`src/rtl/mult_share_sched.sv`:
```
// mult_share_sched: round-robin scheduler sharing one sequential signed multiplier among NREQ requesters
//   clk, rst               : clock, async active-high reset
//   req_valid/ready/a/b    : per-requester operand handshake, operands packed i*WIDTH
//   rsp_valid/ready/id/data: tagged signed product return
//   busy                   : high whenever not IDLE
//   mult_rst/en/a/b/out    : sequencing of the shared multiplier
module mult_share_sched #(
  parameter int WIDTH = 32,
  parameter int NREQ = 4,
  parameter int MULT_LATENCY = 34,
  localparam int ID_W = NREQ > 1 ? $clog2(NREQ) : 1
) (
  input  logic                  clk,
  input  logic                  rst,
  input  logic [NREQ-1:0]       req_valid,
  output logic [NREQ-1:0]       req_ready,
  input  logic [NREQ*WIDTH-1:0] req_a,
  input  logic [NREQ*WIDTH-1:0] req_b,
  output logic                  rsp_valid,
  input  logic                  rsp_ready,
  output logic [ID_W-1:0]       rsp_id,
  output logic [2*WIDTH-1:0]    rsp_data,
  output logic                  busy,
  output logic                  mult_rst,
  output logic                  mult_en,
  output logic [WIDTH-1:0]      mult_a,
  output logic [WIDTH-1:0]      mult_b,
  input  logic [2*WIDTH-1:0]    mult_out
);
  localparam int CNT_W = MULT_LATENCY > 1 ? $clog2(MULT_LATENCY) : 1;
  typedef enum logic [1:0] {IDLE, LOAD, RUN, RESP} state_t;
  state_t state;
  logic [ID_W-1:0] ptr, win;
  logic [CNT_W-1:0] cnt;
  logic found;
  // requester j sits at offset i from ptr when ptr == (j-i) mod NREQ; the
  // descending offset scan leaves the closest valid requester as winner
  always_comb begin
    win = '0;
    found = 1'b0;
    for (int i = NREQ - 1; i >= 0; i--)
      for (int j = 0; j < NREQ; j++)
        if (int'(ptr) == (j - i + NREQ) % NREQ && req_valid[j]) begin
          win = ID_W'(j);
          found = 1'b1;
        end
  end
  assign req_ready = (state == IDLE && found) ? NREQ'(1) << win : '0;
  always_ff @(posedge clk or posedge rst)
    if (rst) begin
      state <= IDLE;
      ptr <= '0;
      cnt <= '0;
      mult_rst <= 1'b1;
      mult_en <= 1'b0;
      mult_a <= '0;
      mult_b <= '0;
      rsp_valid <= 1'b0;
      rsp_id <= '0;
      rsp_data <= '0;
      busy <= 1'b0;
    end else
      case (state)
        IDLE:
          if (found) begin
            mult_a <= req_a[win*WIDTH +: WIDTH];
            mult_b <= req_b[win*WIDTH +: WIDTH];
            rsp_id <= win;
            ptr <= ID_W'((int'(win) + 1) % NREQ);
            busy <= 1'b1;
            state <= LOAD;
          end
        LOAD: begin
          cnt <= '0;
          mult_rst <= 1'b0;
          mult_en <= 1'b1;
          state <= RUN;
        end
        RUN:
          if (cnt == CNT_W'(MULT_LATENCY - 1)) begin
            rsp_data <= mult_out;
            rsp_valid <= 1'b1;
            mult_rst <= 1'b1;
            mult_en <= 1'b0;
            state <= RESP;
          end else
            cnt <= cnt + CNT_W'(1);
        RESP:
          if (rsp_ready) begin
            rsp_valid <= 1'b0;
            busy <= 1'b0;
            state <= IDLE;
          end
      endcase
endmodule

```
`config.mk`:
```
export PLATFORM = sky130hd
export DESIGN_NAME = mult_share_sched
export DESIGN_NICKNAME = d
export VERILOG_FILES = /design/src/rtl/mult_share_sched.sv
export SDC_FILE = /design/constraint.sdc
export NUM_CORES = 1
export LEC_CHECK = 0
export ABC_CLOCK_PERIOD_IN_PS = 6720
export CAP_MARGIN = 40
export CORE_AREA = 4 4 180 182
export DETAILED_ROUTE_END_ITERATION = 10
export DIE_AREA = 0 0 184 186
export GPL_TIMING_DRIVEN = 0
export PLACE_DENSITY_LB_ADDON = 0.25
export REMOVE_ABC_BUFFERS = 1
export SYNTH_ARGS = -nofsm -noshare
export SYNTH_HDL_FRONTEND = slang
export SYNTH_SLANG_ARGS = --single-unit
```
`constraint.sdc`:
```
create_clock -name clk -period 6.72 [get_ports clk]
set_input_delay 1.344 -clock clk [delete_from_list [all_inputs] [get_ports clk]]
set_output_delay 1.344 -clock clk [all_outputs]
set_load 0.1 [all_outputs]
```
==> results.yml <==
routing:
  drt-total-wl_mm: 32.9
  post_drt_via_cell_ratio: 4.50
  dr.pass1.iters: 4
  drtAntennaViolNets: 0
  wl_per_cell_microns: 19.1
  vias: 7752
  drc: 0
  drt_iter0_drc: 243
synthesis:
  synth-edff-count: 0
  synth_area_leaders: "dfrtp_1, mux2_1, mux2i_1"
  async_flop_share_pct: 100
  ys_ff_latch: 144
  synthTopCellsByCount: "nand2_1, dfrtp_1, nor2_1"
  ys_types: 37
  synthFlopType: "dfrtp_1"
  yosys.area.top_type: "dfrtp_1"
  synth-seq-area-share_pct: 48.5
  synthesis.area_sq_um: 7430
  yosysMostFrequentCell: "nand2_1"
  yosys_warnings: 0
  synth.top_cell.area_share_pct: 48.2
  syn_inst: 729
  syn_area_per_cell_sq_um: 10.2
placed_design:
  place_area_sq_um: 15800
  io_buffers: 464
  gp_congestion: 0.753
  dp_slack_ns: 0.646
  place_hpwl_mm: 25.7
run_status:
  status: "completed"
clocking:
  cts_max_level: 4
  clk_latency_ns: 0.43
  cts_tree: "done"
  cts_post_setup_buffers_inserted: 0
  path_clk_slew_ns: 0.07
  cts_sinks: 144
  cts_buffer_depth: 2
  cts_root_buf: "clkbuf_16"
  hold_buffers: 0
  numCtsBuffers: 17
  cts_repair_resize_count: 0
sta:
  worst_slack_ns: 0.708
  period_needed_ns: 6.01
  max_freq_mhz: 166
  drv_slew: 0
  hold_violations: 0
  fin_worst_skew_ns: 0.00943
  tightest_slew_ns: 0.804
  finalCritPeriodShare_pct: 89.5
  slew_headroom_pct: 46.3
  rsz0062_at_grt: "false"
  setup_viol: 0
final_layout:
  fillers: 2493
  fin_nets: 1647
  drive_gt1_share_pct: 14.3
  final_area_sq_um: 16500
  regArea_sq_um: 3600
  multiInputGateArea_sq_um: 3540
  area_growth_pct: 122
grt:
  grt_pass1_wl_mm: 49.4
  track_usage_pct: 18.8
  first_global_vias: 8558
  overflow: 0
  antenna_found_initial: 3
  grt_start_max_net_pins: 82
power_and_ir_drop:
  p_leak_uw: 0.00702
  powerDensity_nw_per_um2: 449
  peakVddDrop_mv: 0.382
floorplan:
  dieArea_sq_um: 34200
  io_pins: 465
  die_w_microns: 184
  rows: 64
  start_util_pct: 24.3
  die_y_microns: 186
  core_area_sq_um: 30600
min_path:
  hold_end: "rsp_id[1]"
  hp-start: "rsp_id[1]"
  min_path_type: "reg -> reg"
  min_path_cells: 1
critical_path:
  start_kind: "input pin"
  required_ns: 5.38
  r2r_slack_ns: 3.74
  r2r.worst_path.cells: 7
  setup.worst_path.class: "in -> out"
  end_kind: "primary output"
  r2r_end: "mult_a[17]"
  path_max_fanout: 51
  r2r_start: "ptr[1]"
  cp_data_arrival_time_ns: 4.67
job:
  max_cap_violations: 0
-- sequential cells by signal, summed over array words and instances (netlist names) --
name       cells
busy           1
cnt            6
mult_a        32
mult_b        32
mult_en        1
mult_rst       1
ptr            2
rsp_data      64
rsp_id         2
rsp_valid      1
state          2
-- through the flow --
step	power (uW)	cells	util, %	hold WS [ns]	setup TNS (ns)
global placement	5010	1539	40.1	0.462	-239.61
CTS	7490	1719	53.8	0.489	0
detailed placement	6400	1687	51.7	0.473	0
finish	7390	1721	53.8	0.486	0
global route	7740	1721	53.8	0.504	0
floorplan	3900	679	-	0.496	0
-- cell type report --
| class | count | share of cell area, % |
|---|---|---|
| diodes | 2 | 0.0304 |
| clock buffers | 18 | 2.61 |
| inverters | 8 | 0.258 |
| multi-input cells | 527 | 21.5 |
| well taps | 396 | 3.01 |
| flip-flops and latches | 144 | 21.9 |
| clock inverters | 14 | 1.24 |
| repair buffers | 612 | 49.5 |
-- layer usage --
layer / vias to the layer above / part of all wire (%) / track usage, %
met4: 2 / 2.0 / 5.56
li1: 3703 / - / -
met5: - / 0.039 / 0
met1: 3675 / 38 / 21.1
met2: 334 / 52 / 34.1
met3: 38 / 8.4 / 6.02
-- placed cells by master, fill, tap and decap left out, types with 3 or more instances in the layout --
| cell type | count |
|---|---|
| clkdlybuf4s50_1 | 464 |
| bufinv_16 | 4 |
| a21boi_1 | 65 |
| mux2_1 | 64 |
| dfrtp_1 | 143 |
| nand2_1 | 145 |
| buf_12 | 5 |
| nor2_1 | 71 |
| and2_1 | 4 |
| o21ai_1 | 5 |
| ha_1 | 10 |
| a31oi_1 | 64 |
| xor2_1 | 3 |
| inv_8 | 3 |
| a21oi_1 | 4 |
| clkinv_4 | 3 |
| inv_1 | 6 |
| buf_16 | 100 |
| buf_8 | 43 |
| nor2b_1 | 4 |
| clkbuf_16 | 17 |
| mux2i_1 | 65 |
| inv_6 | 3 |
-- power breakdown --
group          switching (uW)  leakage [uW]  internal, uW  total, uW
registers                 147       0.00165          1120       1260
logic                    2880       0.00506          2200       5080
clock network             421      0.000309           631       1050
-- cells by family after synthesis --
| group | after synthesis | synth area share [%] |
|---|---|---|
| buf+inv | 58 | 4.41 |
| compound gates | 149 | 13.8 |
| mux | 129 | 18.5 |
| xor+xnor | 3 | 0.354 |
| flops | 144 | 48.5 |
| fa+ha+maj | 10 | 1.68 |
| simple gates | 236 | 12.8 |
-- worst max-delay path, stage by stage --
cell	delay [ns]
clkdlybuf4s50_1	0.58
a21boi_1	0.23
o221a_4	0.62
clkinv_4	0.63
ha_1	0.42
and2_1	0.13
clkdlybuf4s50_1	0.49
buf_16	0.20
-- how the worst max path moves through the flow --
stage	slack [ns]	end	start
floorplan	0.32	req_ready[0]	req_valid[1]
global placement	-3.02	req_ready[2]	req_valid[1]
detailed placement	0.65	req_ready[0]	req_valid[1]
CTS	0.65	req_ready[0]	req_valid[1]
global route	0.51	req_ready[2]	req_valid[1]
finish	0.71	req_ready[2]	req_valid[1]
Power figures use the tool's default switching activity.
